<file path="src/rtl/fetch_pkg.sv">
// Shared types and helpers for the instruction fetch stage.
package fetch_pkg;

    localparam int unsigned PC_W   = 36;
    localparam int unsigned INST_W = 32;

    typedef struct packed {
        logic [INST_W-1:0] inst;
        logic [PC_W-1:0]   pc_plus_4;
    } fq_entry_t;

    function automatic logic [PC_W-1:0] pc_inc4(input logic [PC_W-1:0] pc);
        return pc + PC_W'(4);
    endfunction

endpackage

</file>
<file path="src/rtl/fetch_queue.sv">
// Small synchronous FIFO with flush; holds fetched entries or in-flight PC tags.
module fetch_queue
    import fetch_pkg::*;
#(
    parameter int unsigned DEPTH = 2,
    parameter type         T     = fq_entry_t
) (
    input  logic                       clk,
    input  logic                       rst,
    input  logic                       push,
    input  logic                       pop,
    input  logic                       flush,
    input  T                           wr_data,
    output T                           rd_data,
    output logic [$clog2(DEPTH+1)-1:0] count
);

    localparam int unsigned PW = (DEPTH > 1) ? $clog2(DEPTH) : 1;
    localparam int unsigned CW = $clog2(DEPTH+1);

    T              mem [DEPTH];
    logic [PW-1:0] wr_ptr;
    logic [PW-1:0] rd_ptr;
    logic          do_push;
    logic          do_pop;

    assign do_pop  = pop && (count != '0);
    assign do_push = push && ((count < CW'(DEPTH)) || do_pop);
    assign rd_data = mem[rd_ptr];

    always_ff @(posedge clk or posedge rst) begin
        if (rst) begin
            wr_ptr <= '0;
            rd_ptr <= '0;
            count  <= '0;
            for (int unsigned i = 0; i < DEPTH; i++) begin
                mem[i] <= '0;
            end
        end else if (flush) begin
            wr_ptr <= '0;
            rd_ptr <= '0;
            count  <= '0;
        end else begin
            if (do_push) begin
                mem[wr_ptr] <= wr_data;
                wr_ptr      <= wr_ptr + PW'(1);
            end
            if (do_pop) begin
                rd_ptr <= rd_ptr + PW'(1);
            end
            count <= count + CW'(do_push) - CW'(do_pop);
        end
    end

endmodule

</file>
<file path="src/rtl/fetch_stage.sv">
// Instruction fetch: owns the fetch PC, issues in-order imem requests with
// credit-based flow control, and queues returned words for decode.
module fetch_stage
    import fetch_pkg::*;
#(
    parameter logic [35:0] RESET_PC = 36'h0,
    parameter int unsigned QDEPTH   = 2,
    parameter int unsigned MAX_OUT  = 2
) (
    input  logic        clk,
    input  logic        rst,
    output logic        imem_req_valid,
    input  logic        imem_req_ready,
    output logic [35:0] imem_req_addr,
    input  logic        imem_resp_valid,
    input  logic [31:0] imem_resp_data,
    input  logic        redirect_valid,
    input  logic [35:0] redirect_pc,
    input  logic        dec_ready,
    output logic        dec_valid,
    output logic [31:0] inst,
    output logic [35:0] pc_plus_4
);

    localparam int unsigned OW  = $clog2(MAX_OUT+1);
    localparam int unsigned QW  = $clog2(QDEPTH+1);
    localparam int unsigned CUW = QW + OW + 1;

    logic [PC_W-1:0] fetch_pc;
    logic [OW-1:0]   outstanding;
    logic [OW-1:0]   drop_cnt;
    logic [QW-1:0]   q_count;
    logic [OW-1:0]   tag_count;
    logic [PC_W-1:0] tag_head;
    logic [CUW-1:0]  credit_used;
    fq_entry_t       q_wr;
    fq_entry_t       q_head;
    logic            req_fire;
    logic            resp_ok;
    logic            push_q;
    logic            pop_q;

    // Slots already claimed: queued words plus live (non-dropped) requests.
    assign credit_used = CUW'(q_count) + CUW'(outstanding) - CUW'(drop_cnt);

    assign imem_req_valid = !rst && !redirect_valid
                          && (outstanding < OW'(MAX_OUT))
                          && (credit_used < CUW'(QDEPTH));
    assign imem_req_addr  = fetch_pc;

    assign req_fire  = imem_req_valid && imem_req_ready;
    assign resp_ok   = imem_resp_valid && (outstanding != '0);
    assign dec_valid = (q_count != '0);
    assign pop_q     = dec_valid && dec_ready;
    assign push_q    = resp_ok && (drop_cnt == '0) && !redirect_valid;
    assign q_wr      = '{inst: imem_resp_data, pc_plus_4: tag_head};
    assign inst      = q_head.inst;
    assign pc_plus_4 = q_head.pc_plus_4;

    // Tags ride alongside requests so every response, kept or dropped, retires one.
    fetch_queue #(
        .DEPTH (MAX_OUT),
        .T     (logic [PC_W-1:0])
    ) u_tag_fifo (
        .clk     (clk),
        .rst     (rst),
        .push    (req_fire),
        .pop     (resp_ok),
        .flush   (1'b0),
        .wr_data (pc_inc4(fetch_pc)),
        .rd_data (tag_head),
        .count   (tag_count)
    );

    fetch_queue #(
        .DEPTH (QDEPTH),
        .T     (fq_entry_t)
    ) u_inst_q (
        .clk     (clk),
        .rst     (rst),
        .push    (push_q),
        .pop     (pop_q),
        .flush   (redirect_valid),
        .wr_data (q_wr),
        .rd_data (q_head),
        .count   (q_count)
    );

    always_ff @(posedge clk or posedge rst) begin
        if (rst) begin
            fetch_pc    <= RESET_PC;
            outstanding <= '0;
            drop_cnt    <= '0;
        end else begin
            outstanding <= outstanding + OW'(req_fire) - OW'(resp_ok);
            if (redirect_valid) begin
                fetch_pc <= redirect_pc & {{(PC_W-2){1'b1}}, 2'b00};
                drop_cnt <= outstanding - OW'(resp_ok);
            end else begin
                if (req_fire) begin
                    fetch_pc <= pc_inc4(fetch_pc);
                end
                if (resp_ok && (drop_cnt != '0)) begin
                    drop_cnt <= drop_cnt - OW'(1);
                end
            end
            assert (!(imem_resp_valid && (outstanding == '0)));
            assert (tag_count == outstanding);
        end
    end

endmodule

</file>
<file path="config.mk">
export PLATFORM = sky130hd
export DESIGN_NAME = fetch_stage
export DESIGN_NICKNAME = d
export VERILOG_FILES = /design/src/rtl/fetch_pkg.sv /design/src/rtl/fetch_queue.sv /design/src/rtl/fetch_stage.sv
export SDC_FILE = /design/constraint.sdc
export NUM_CORES = 1
export LEC_CHECK = 0
export BUFFER_PORTS_ARGS = -buffer_cell sky130_fd_sc_hd__buf_2
export CORE_UTILIZATION = 30
export CTS_CLUSTER_DIAMETER = 30
export CTS_CLUSTER_SIZE = 10
export DETAILED_ROUTE_END_ITERATION = 8
export PLACE_DENSITY_LB_ADDON = 0.05
export SYNTH_ARGS = -nofsm -noshare
export SYNTH_HDL_FRONTEND = slang
export SYNTH_SLANG_ARGS = --single-unit
export TNS_END_PERCENT = 30
</file>
<file path="constraint.sdc">
create_clock -name clk -period 9.2 [get_ports clk]
set_clock_uncertainty 0.05 [all_clocks]
set_input_delay 1.84 -clock clk [delete_from_list [all_inputs] [get_ports clk]]
set_output_delay 1.84 -clock clk [all_outputs]
set_load 0.05 [all_outputs]
</file>
==> results.env, run 1 <==
STATUS='complete, no violations'
CTS_TREE='yes'
FIN_AREA_SQ_UM=15500
GRT_MAX_DEGREE=150
POSTSYNTHREGISTERBITS=246
CRITICAL_PATH.SLOWEST_CELL='nor4_2'
SYNTH_XOR_XNOR_AREA_SHARE_PCT=3.34
MAXIMUM_CELL_STAGE_DELAY_ALONG_THE_CRITICAL_PATH_NS=0.34
CTS.ROOT.BUFFER_CELL='clkbuf_16'
CELLPOWERDENSITY_nW_PER_UM2=413
CRITICAL_PATH_PEAK_FANOUT=49
ROUTED_VIA_DENSITY=4.63
WORST_REG2REG_ENDPOINT='u_tag_fifo.mem[57]'
NETLIST_INSTANCES=1044
DRT_ITER0_MARKERS=386
INSERTION_DELAY_NS=0.56
FIRST_GLOBAL_VIAS=8561
SYNTHSIMPLEGATEAREAFRAC_PCT=11.2
MAX_FREQUENCY_GHz=0.203
GRT_SETUP_UNREPAIRED='no'
TIMING.CRITICAL_PATH.FROM_TYPE='input pin'
POST_CTS.REPAIR.SETUP_BUFFERS=0
CORE-AREA_SQ_UM=37800
NNETSFINAL=1332
DIE-WIDTH_UM=198
WORST-PATH-BUF-INV=3
WORST_PATH_ARRIVAL_NS=3.02
FIRST_PASS_ITERS=4
CRIT_REQUIRED_NS=7.31
ANTENNA_FOUND_INITIAL=0
GRT_UTIL_ALL_LAYERS_PCT=16.3
DRIVE_ABOVE_1_SHARE_PCT=36.5
TIGHTEST_SLEW_NS=1.08
SYNTH_COMPOUND_AREA_SHARE_PCT=10.7
SYNTH_TOP_FAMILY_BY_AREA='multiplexers'
IO_BUFFER_COUNT=173
WORSTHOLDSTART='u_inst_q.mem[27]'
H-TREE-DEPTH=3
CTS_NUM_SINKS=246
MAX_CAP_VIOLATIONS=0
ROUTE.ANTENNA.REMAINING_NETS=0
GP_CONGESTION=0.745
TOTAL_CLOCK_BUFFERS_CREATED_BY_CTS=80
GRT_FIRST_PASS_WIRELENGTH_MM=49.3
LAYOUT_WORST_PATH_CYCLE_SHARE_PCT=53.4
SYNTH-WARNING-COUNT=0
SYN_AREA_SQ_UM=11500
IR_DROP_V=0.000142
CLK_PIN_SLEW_WORST_PATHS_NS=0.04
DPL_CELL_AREA_SQ_UM=12800
SYNTH_FA_HA_AREA_SHARE_PCT=1.54
DRCVIOLATIONCOUNT=0
REPORT.FINAL.SLEW_VIOL_COUNT=0
LAYOUT.FILLER_CELLS=3755
CP_COMMON_CELL='buf_2'
ROUTED_WIRELENGTH_MM=30.8
NETLIST-CELL-TYPE-COUNT=56
HOLDPATHEND='u_inst_q.mem[27]'
PATH_CELLS='buf_2 > buf_4 > nor4_2 > o211a_1 > buf_2'
LEAKAGEPOWER_nW=7.27
FLOW.AREA_GROWTH_FROM_SYNTHESIS_PCT=34.7
POSTSYNTHAREAPERCELL_SQ_UM=11.0
CHIPHEIGHT_UM=198
FLOORPLAN.ROWS=71
TOP_LEVEL_PORTS=180
FP.DIEAREA_SQ_UM=39200
ANTENNA_CELLS=0
POSTCTSRESIZEDCELLS=0
INITIAL_UTILIZATION_PCT=30.6
CLOCK_PATH_BUFFERS=3
POWER_mW=6.41
SETUP.WORST_PATH.CLASS='input pin to output pin'
SYNTH_MUX_AREA_SHARE_PCT=16.1
DP_HPWL_MM=19.2
HOLD-PATH-CELL-COUNT=2
CTSHOLDBUFFERS=0
WORSTSETUPENDPOINTTYPE='output pin'
RRSETUPSLACK_NS=5.20
GLOBAL_ROUTE_OVERFLOW=0
TIMING_HOLD_VIOLATIONS_FINAL=0
WORST_R2R_STARTPOINT='outstanding[1]'
YOSYSSEQAREASHARE_PCT=53.4
MULTI_INPUT_COMB_AREA_SQ_UM=5000
TIMING.SLEW.HEADROOM_PCT=27.7
FF_LATCH_AREA_SQ_UM=6160
ROUTED_WIRE_LENGTH_PER_INSTANCE_UM=16.9
SETUP_VIOL=0
POST-ROUTE-MIN-PERIOD_NS=4.91
PLACE_WORST_SETUP_SLACK_NS=4.27
TIMING.HOLD.WORST.CLASS='register to register'
CPLARGESTDELAYFAMILY='buffers and inverters'
FINAL.SETUP.TNS_NS=0
SETUP_WS_NS=4.29
ROUTED-VIA-COUNT=8435
TIMING.REG2REG.WORST_PATH_DEPTH=9
[placed cells by master (no fill, tap or decap), types with 4 or more instances in the layout]
cell       instances
nor4_1             5
nand2_1          115
inv_1             18
nor3b_1            4
clkbuf_1          17
nor2_1            79
and4_1             5
clkbuf_16         81
o311ai_0          11
nand3_1           10
o21ai_0           84
nor3_1             9
ha_1              11
clkinv_2          22
xnor2_1           23
clkbuf_8          17
a21oi_1           76
a221o_1           11
nand4_1           11
or3_1              5
bufinv_16          7
xor2_1            21
mux2_2           134
mux2i_1           35
o211ai_1           5
buf_2            173
buf_4             10
conb_1             4
a21oi_2            8
dfrtp_1          244
and3_1             4
[how the worst max path moves through the flow]
stage | start | end | cells after the start
final | redirect_valid | imem_req_valid | 5
after global routing | redirect_valid | imem_req_valid | 5
after CTS | redirect_valid | imem_req_valid | 5
after detailed placement | redirect_valid | imem_req_valid | 5
after global placement | redirect_valid | imem_req_valid | 5
after floorplan | rst | drop_cnt[0] | 1
[where the power goes]
part	switching, mW	internal, mW
clock network	0.737	1.92
registers	0.228	1.44
logic	1.40	0.689
[stage by stage]
step / hold slack, ns / std cells / utilization, %
after floorplan: 0.394 / 1047 / -
after global placement: 0.407 / 1674 / 34.0
after detailed placement: 0.414 / 1674 / 34.0
after CTS: 0.423 / 1821 / 41.1
after global routing: 0.433 / 1821 / 41.1
final: 0.418 / 1821 / 41.1
[flip-flops by register name, summed over array words and instances (netlist names)]
register	cells
u_tag_fifo.rd_ptr	1
u_tag_fifo.wr_ptr	1
outstanding	2
imem_req_addr	34
u_inst_q.count	2
u_inst_q.rd_ptr	1
u_tag_fifo.mem	68
u_tag_fifo.count	2
drop_cnt	2
u_inst_q.wr_ptr	1
u_inst_q.mem	132
[tightest hold or removal path, cell delays in order, from the launching register on]
cell and delay [ns]:
dfrtp_1 0.33, nand2_1 0.04, o21ai_0 0.05
[layer usage]
layer | part of all wire, % | track usage, % | wire length [um]
met3 | 6.5 | 4.85 | 2010
met4 | 2.4 | 7.03 | 747
met2 | 40 | 21.9 | 12400
met1 | 51 | 23.9 | 15600
met5 | 0 | 0 | 0
[area by class of cell]
type | count | area share (%)
Sequential cell | 246 | 39.7
Multi-Input combinational cell | 713 | 32.2
Clock buffer | 115 | 15.0
Timing Repair Buffer | 184 | 6.19
Tap cell | 511 | 4.12
Clock inverter | 32 | 2.33
Inverter | 20 | 0.548
[kinds of logic (layout without fill, tap and decap cells)]
logic type      Yosys count  after routing
mux                     169            169
fa+ha+maj                13             13
buf+inv                  88            351
other cells               1              4
compound gates          210            210
xor+xnor                 44             44
flops                   246            246
simple gates            273            273
[cell usage after synthesis (all sizes together)]
cell | n | area [sq um]
buf | 42 | 244
clkbuf | 26 | 97.6
o211ai | 5 | 37.5
mux2 | 134 | 1510
nand4 | 13 | 103
o21ai | 85 | 429
a31oi | 3 | 18.8
inv | 20 | 77.6
o211a | 1 | 10.0
nor3b | 5 | 42.5
conb | 1 | 3.75
nand3b | 1 | 7.51
a21oi | 84 | 450
ha | 11 | 138
xor2 | 21 | 184
o2111a | 1 | 11.3
nand2 | 116 | 435
a221o | 11 | 110
o31a | 1 | 8.76
a21o | 3 | 22.5
nor4 | 8 | 77.6
mux2i | 35 | 350
or2 | 3 | 18.8
nor2 | 81 | 307
nand2b | 1 | 6.26
and2 | 3 | 18.8
nor2b | 3 | 18.8
nand3 | 13 | 75.1
and4 | 5 | 43.8
fa | 2 | 40.0
xnor2 | 23 | 201
dfrtp | 246 | 6160
and3b | 1 | 8.76
nor4b | 1 | 23.8
nor3 | 10 | 55.1
o311ai | 11 | 96.3
or3 | 5 | 31.3
and3 | 4 | 25.0
o221ai | 3 | 26.3
a22oi | 1 | 7.51
a32oi | 1 | 8.76
Power figures use the tool's default switching activity.
==> inputs of run 2 (changes only) <==
- clock period: 9.2 -> 4 ns (I/O delays scaled with it)
==> run 2 against run 1 <==
  * Critical path type is now register to output pin
  * Register-to-register slack got worse by 4.5 ns
  * Clock-buffer cell count fell by 9
  * Global-route usage down 0.21 points
  * Critical path depth unchanged
  * First-iteration DRC count down 34%
  * Routed wire length decreased by 1.3%
==> results.env, run 2 (same netlist as run 1, synthesis figures left out) <==
MAX_FREQUENCY_GHz=0.279
LARGEST_REG_FLOPS=132  # unchanged
TIMING.SLEW.HEADROOM_PCT=52.8  # was 27.7%
DRCVIOLATIONCOUNT=0  # unchanged
REPORT.FINAL.SLEW_VIOL_COUNT=0  # unchanged
TOP_LEVEL_PORTS=180  # unchanged
LAYOUT_COMMON_CELLS='dfrtp_1 (244), buf_2 (173), mux2_2 (134)'  # unchanged
TOTAL_CLOCK_BUFFERS_CREATED_BY_CTS=76  # was 80
FLOORPLAN.ROWS=71  # unchanged
DRIVE_ABOVE_1_SHARE_PCT=37.4  # was 36.5%
GLOBAL_ROUTE_OVERFLOW=0  # unchanged
POST-ROUTE-MIN-PERIOD_NS=3.58
FINAL_COMMON_CELL='dfrtp_1'  # unchanged
CTS_NUM_SINKS=246  # unchanged
ROUTED_WIRE_LENGTH_PER_INSTANCE_UM=16.6  # was 16.9 um
LAYOUT_WORST_PATH_CYCLE_SHARE_PCT=89.6
WORSTSETUPENDPOINTTYPE='output pin'  # unchanged
IO_BUFFER_COUNT=173  # unchanged
TIMING.HOLD.WORST.CLASS='input pin to async pin'  # was register to register
ROUTED_VIA_DENSITY=4.61  # was 4.63
LAYOUT.CORE_UTILIZATION_PCT=41.5  # was 41.1%
DP_HPWL_MM=20.4  # was 19.2 mm
FP.DIEAREA_SQ_UM=39200  # unchanged
CTS_TREE='yes'  # unchanged
WORST_REG2REG_ENDPOINT='imem_req_addr[21]'  # was u_tag_fifo.mem[57]
SETUP.WORST_PATH.CLASS='register to output pin'  # was input pin to output pin
CLK_PIN_SLEW_WORST_PATHS_NS=0.04  # about the same
GRT_MAX_DEGREE=89  # was 150
REGISTERS.TOP_BY_FF_COUNT='u_inst_q.mem'  # unchanged
GP_CONGESTION=0.727  # was 0.745
POST_CTS.REPAIR.SETUP_BUFFERS=0  # unchanged
POSTCTSRESIZEDCELLS=0  # unchanged
CHIPHEIGHT_UM=198  # unchanged
PLACED_CELLS_INCL_TAPS=1689  # was 1674
TIMING_HOLD_VIOLATIONS_FINAL=0  # unchanged
ROUTE.ANTENNA.REMAINING_NETS=0  # unchanged
FINAL_CELLS=1828  # was 1821
FIRST_PASS_ITERS=4  # unchanged
CTS.ROOT.BUFFER_CELL='clkbuf_16'  # unchanged
CORE-AREA_SQ_UM=37800  # unchanged
CELLPOWERDENSITY_nW_PER_UM2=935  # was 413 nW/um^2
H-TREE-DEPTH=3  # unchanged
DPL_CELL_AREA_SQ_UM=13000  # was 12800 sq um
CRITICAL_PATH_PEAK_FANOUT=5  # was 49
FIN_AREA_SQ_UM=15700  # was 15500 sq um
ANTENNA_CELLS=0  # unchanged
ROUTED_WIRELENGTH_MM=30.4  # was 30.8 mm
WORST_PATH_ARRIVAL_NS=2.73  # was 3.02 ns
MAX_CAP_VIOLATIONS=0  # unchanged
GRT_FIRST_PASS_WIRELENGTH_MM=48.8  # was 49.3 mm
DIE-WIDTH_UM=198  # unchanged
NNETSFINAL=1343  # was 1332
SETUP_WS_NS=0.417  # was 4.29 ns
CTSHOLDBUFFERS=0  # unchanged
FLOW.AREA_GROWTH_FROM_SYNTHESIS_PCT=35.9  # was 34.7%
INSERTION_DELAY_NS=0.56  # about the same
TIMING.CRITICAL_PATH.FROM_TYPE='register'  # was input pin
CLOCK_PATH_BUFFERS=3  # unchanged
LEAKAGEPOWER_nW=7.34  # was 7.27 nW
PLACE_WORST_SETUP_SLACK_NS=0.647  # was 4.27 ns
TIGHTEST_SLEW_NS=0.708  # was 1.08 ns
GRT_SETUP_UNREPAIRED='no'  # unchanged
CP-STARTPOINT='outstanding[1]'  # was redirect_valid
IR_DROP_V=0.000326  # was 0.000142 V
WORST_R2R_STARTPOINT='outstanding[1]'  # unchanged
CRIT_REQUIRED_NS=3.15  # was 7.31 ns
INITIAL_UTILIZATION_PCT=30.6  # unchanged
TIMING.REG2REG.WORST_PATH_DEPTH=9  # unchanged
STATUS='complete, no violations'  # unchanged
FIN_HOLD_WS_NS=0.308  # was 0.418 ns
DRT_ITER0_MARKERS=256  # was 386
ANTENNA_FOUND_INITIAL=0  # unchanged
SETUP_VIOL=0  # unchanged
GRT_UTIL_ALL_LAYERS_PCT=16.1  # was 16.3%
RRSETUPSLACK_NS=0.69  # was 5.20 ns
ROUTED-VIA-COUNT=8429  # was 8435
FIRST_GLOBAL_VIAS=8539  # was 8561
run 2: changes by cell type in the layout (fill, tap and decap cells not counted), sizes merged:
cell	before	now
clkinvlp	0	2
clkbuf	115	106
clkinv	24	23
buf	184	199
run 2: cell type report:
| class | count | area (sq um) |
|---|---|---|
| fillers | 3771 | 22100 |
| clock buffers | 106 | 2270 |
| repair buffers | 199 | 1160 |
| clock inverters | 33 | 373 |
| multi-input cells | 713 | 5000 |
| inverters | 20 | 81.3 |
| well taps | 511 | 639 |
| flip-flops and latches | 246 | 6160 |
run 2: per-layer routing:
layer	track usage, %	up-vias	wire length, um
met1	23.2	4018	15300
met2	22.7	214	12700
met4	5.54	0	610
met3	4.92	57	1800
li1	-	4140	-
met5	0	-	0
run 2: worst max-delay path, cell delays in order, from the launching register on:
cell	delay (ns)
dfrtp_1	0.47
fa_1	0.57
fa_1	0.50
nor4_2	0.20
o211a_1	0.19
buf_2	0.25
run 2: metrics by stage:
step / TNS [ns] / power (mW)
global route: 0 / 15.5
detailed placement: 0 / 8.76
floorplan: -20.11 / 7.57
global placement: 0 / 8.73
CTS: 0 / 14.9
finish: 0 / 14.7
run 2: worst max path at each step:
| stage | endpoint | slack (ns) | cells past startpoint |
|---|---|---|---|
| after floorplan | drop_cnt[0] | -0.08 | 1 |
| after global placement | imem_req_addr[28] | 0.68 | 9 |
| after detailed placement | u_tag_fifo.mem[66] | 0.65 | 9 |
| after CTS | imem_req_valid | 0.35 | 5 |
| after global routing | imem_req_valid | 0.27 | 5 |
| final | imem_req_valid | 0.42 | 5 |
run 2: power breakdown:
| part | switching (mW) | total (mW) | internal (mW) |
|---|---|---|---|
| registers | 0.580 | 3.88 | 3.30 |
| clock network | 1.66 | 6.01 | 4.35 |
| logic | 3.15 | 4.77 | 1.63 |
==> inputs of run 3 (changes only) <==
- BUFFER_PORTS_ARGS: -buffer_cell sky130_fd_sc_hd__buf_2 -> -buffer_cell sky130_fd_sc_hd__buf_4
==> run 3 against run 2 <==
  * Critical path depth stayed put
  * Via count hardly changed
  * Global-route usage is 0.10 points higher
  * Non-clock buffer count is 2 lower
  * Clock-buffer cell count is 7 lower
  * Maximum frequency is 1.8% higher
  * Register-to-register slack hardly changed
  * Clock power is 2% lower
  * Worst hold slack better by 0.076 ns
  * Total power is 1.3% higher
  * Combinational power is 7.8% higher
  * Sequential cell count stayed put
  * Critical endpoint unchanged
  * Largest power group unchanged
==> results.env, run 3 (same netlist as run 1, synthesis figures left out) <==
TIMING.CRITICAL_PATH.FROM_TYPE='register'  # unchanged
WORST_REG2REG_ENDPOINT='u_tag_fifo.mem[3]'  # was imem_req_addr[21]
POST-ROUTE-MIN-PERIOD_NS=3.52  # was 3.58 ns
POST_CTS.REPAIR.SETUP_BUFFERS=0  # unchanged
TIMING_HOLD_VIOLATIONS_FINAL=0  # unchanged
ANTENNA_FOUND_INITIAL=0  # unchanged
WORSTSETUPENDPOINTTYPE='output pin'  # unchanged
FP.DIEAREA_SQ_UM=39200  # unchanged
TIMING.SLEW.HEADROOM_PCT=42.6  # was 52.8%
FLOORPLAN.ROWS=71  # unchanged
IR_DROP_V=0.000377  # was 0.000326 V
CTS_NUM_SINKS=246  # unchanged
DRIVE_ABOVE_1_SHARE_PCT=36.9  # was 37.4%
DPL_CELL_AREA_SQ_UM=13500  # was 13000 sq um
PLACED_CELLS_INCL_TAPS=1687  # was 1689
LAYOUT_WORST_PATH_CYCLE_SHARE_PCT=88.0  # was 89.6%
INITIAL_UTILIZATION_PCT=30.6  # unchanged
CRITICAL_PATH.SLOWEST_CELL='fa_1'  # unchanged
DIE-WIDTH_UM=198  # unchanged
ROUTED-VIA-COUNT=8427  # was 8429
ROUTED_WIRE_LENGTH_PER_INSTANCE_UM=16.8  # was 16.6 um
WORST_R2R_STARTPOINT='outstanding[1]'  # unchanged
PATH_CELLS='fa_1 > fa_1 > nor4_2 > o211a_1 > buf_4'  # was fa_1 > fa_1 > nor4_2 > o211a_1 > buf_2
LEAKAGEPOWER_nW=7.40  # was 7.34 nW
SETUP_VIOL=0  # unchanged
MAX_CAP_VIOLATIONS=0  # unchanged
CLOCK_PATH_BUFFERS=3  # unchanged
CHIPHEIGHT_UM=198  # unchanged
TIGHTEST_SLEW_NS=0.858  # was 0.708 ns
GLOBAL_ROUTE_OVERFLOW=0  # unchanged
TIMING.REG2REG.WORST_PATH_DEPTH=8  # was 9
NNETSFINAL=1338  # was 1343
RRSETUPSLACK_NS=0.70  # was 0.69 ns
CLK_PIN_SLEW_WORST_PATHS_NS=0.04  # about the same
DP_HPWL_MM=20.2  # was 20.4 mm
LAYOUT.CORE_UTILIZATION_PCT=42.5  # was 41.5%
MAX_FREQUENCY_GHz=0.284  # was 0.279 GHz
POSTCTSRESIZEDCELLS=0  # unchanged
MAXIMUM_CELL_STAGE_DELAY_ALONG_THE_CRITICAL_PATH_NS=0.57  # about the same
CELLPOWERDENSITY_nW_PER_UM2=926  # was 935 nW/um^2
GRT_SETUP_UNREPAIRED='no'  # unchanged
DRT_ITER0_MARKERS=307  # was 256
CORE-AREA_SQ_UM=37800  # unchanged
LARGEST_REG_FLOPS=132  # unchanged
WORST-PATH-BUF-INV=1  # unchanged
CRITICAL_PATH_PEAK_FANOUT=5  # unchanged
CPLARGESTDELAYFAMILY='adder cells'  # unchanged
ANTENNA_CELLS=0  # unchanged
GRT_FIRST_PASS_WIRELENGTH_MM=49.1  # was 48.8 mm
FIN_AREA_SQ_UM=16000  # was 15700 sq um
CP_COMMON_CELL='fa_1'  # unchanged
SETUP_WS_NS=0.481  # was 0.417 ns
GP_CONGESTION=0.749  # was 0.727
TIMING.HOLD.WORST.CLASS='input pin to async pin'  # unchanged
TOTAL_CLOCK_BUFFERS_CREATED_BY_CTS=73  # was 76
STATUS='complete, no violations'  # unchanged
FINAL_CELLS=1819  # was 1828
REPORT.FINAL.SLEW_VIOL_COUNT=0  # unchanged
DRCVIOLATIONCOUNT=0  # unchanged
CTS_TREE='yes'  # unchanged
WORST_PATH_ARRIVAL_NS=2.67  # was 2.73 ns
GRT_MAX_DEGREE=93  # was 89
TOP_LEVEL_PORTS=180  # unchanged
ROUTE.ANTENNA.REMAINING_NETS=0  # unchanged
IO_BUFFER_COUNT=173  # unchanged
FIRST_PASS_ITERS=4  # unchanged
CRIT_REQUIRED_NS=3.15  # about the same
FIRST_GLOBAL_VIAS=8717  # was 8539
H-TREE-DEPTH=3  # unchanged
ROUTED_VIA_DENSITY=4.63  # was 4.61
SETUP.WORST_PATH.CLASS='register to output pin'  # unchanged
LAYOUT_COMMON_CELLS='dfrtp_1 (244), buf_4 (186), mux2_2 (134)'  # was dfrtp_1 (244), buf_2 (173), mux2_2 (134)
CTSHOLDBUFFERS=0  # unchanged
ROUTED_WIRELENGTH_MM=30.6  # was 30.4 mm
FINAL_COMMON_CELL='dfrtp_1'  # unchanged
FLOW.AREA_GROWTH_FROM_SYNTHESIS_PCT=39.1  # was 35.9%
PLACE_WORST_SETUP_SLACK_NS=0.640  # was 0.647 ns
REGISTERS.TOP_BY_FF_COUNT='u_inst_q.mem'  # unchanged
INSERTION_DELAY_NS=0.57  # was 0.56 ns
GRT_UTIL_ALL_LAYERS_PCT=16.2  # was 16.1%
CTS.ROOT.BUFFER_CELL='clkbuf_16'  # unchanged
==> run 3: changes by cell type in the layout (fill, tap and decap cells not counted), moves of 3 or more <==
cell,before,now
buf_2,173,0
buf_12,8,11
buf_4,18,186
clkbuf_8,19,14
clkbuf_16,79,75
clkinvlp_4,2,5
clkinv_2,21,15
==> run 3: routing by layer <==
layer / global-route usage, % / part of all wire [%] / vias to the layer above / routed length (um)
met5: 0 / 0 / - / 0
met4: 5.66 / 2.0 / 0 / 614
met3: 5.04 / 6.1 / 52 / 1850
met2: 23.3 / 42 / 216 / 12900
met1: 22.9 / 50 / 4038 / 15200
li1: - / - / 4121 / -
==> run 3: where the power goes <==
| group | internal [mW] | switching (mW) |
|---|---|---|
| Clock | 4.23 | 1.64 |
| Sequential | 3.30 | 0.544 |
| Combinational | 1.93 | 3.21 |
==> run 3: layout make-up <==
class	count	area, sq um
inverter	20	81.3
multi-input combinational	713	5000
timing repair buffer	197	1620
fill	3694	21700
sequential	246	6160
clock buffer	99	2110
tap	511	639
clock inverter	33	445
==> run 3: metrics by stage <==
stage,hold slack [ns],TNS (ns),total power [mW]
6_report,0.384,0,14.9
3_5_place_dp,0.415,0,9.10
3_3_place_gp,0.406,0,9.06
5_1_grt,0.394,0,15.7
4_1_cts,0.363,0,15.1
2_1_floorplan,0.394,-20.11,7.57
==> run 3: worst max path at each step <==
stage	from	end	depth (start not counted)
2_1_floorplan	rst	drop_cnt[0]	1
3_3_place_gp	outstanding[1]	u_tag_fifo.mem[21]	8
3_5_place_dp	outstanding[1]	u_tag_fifo.mem[21]	8
4_1_cts	outstanding[1]	imem_req_valid	5
5_1_grt	outstanding[1]	imem_req_valid	5
6_report	outstanding[1]	imem_req_valid	5
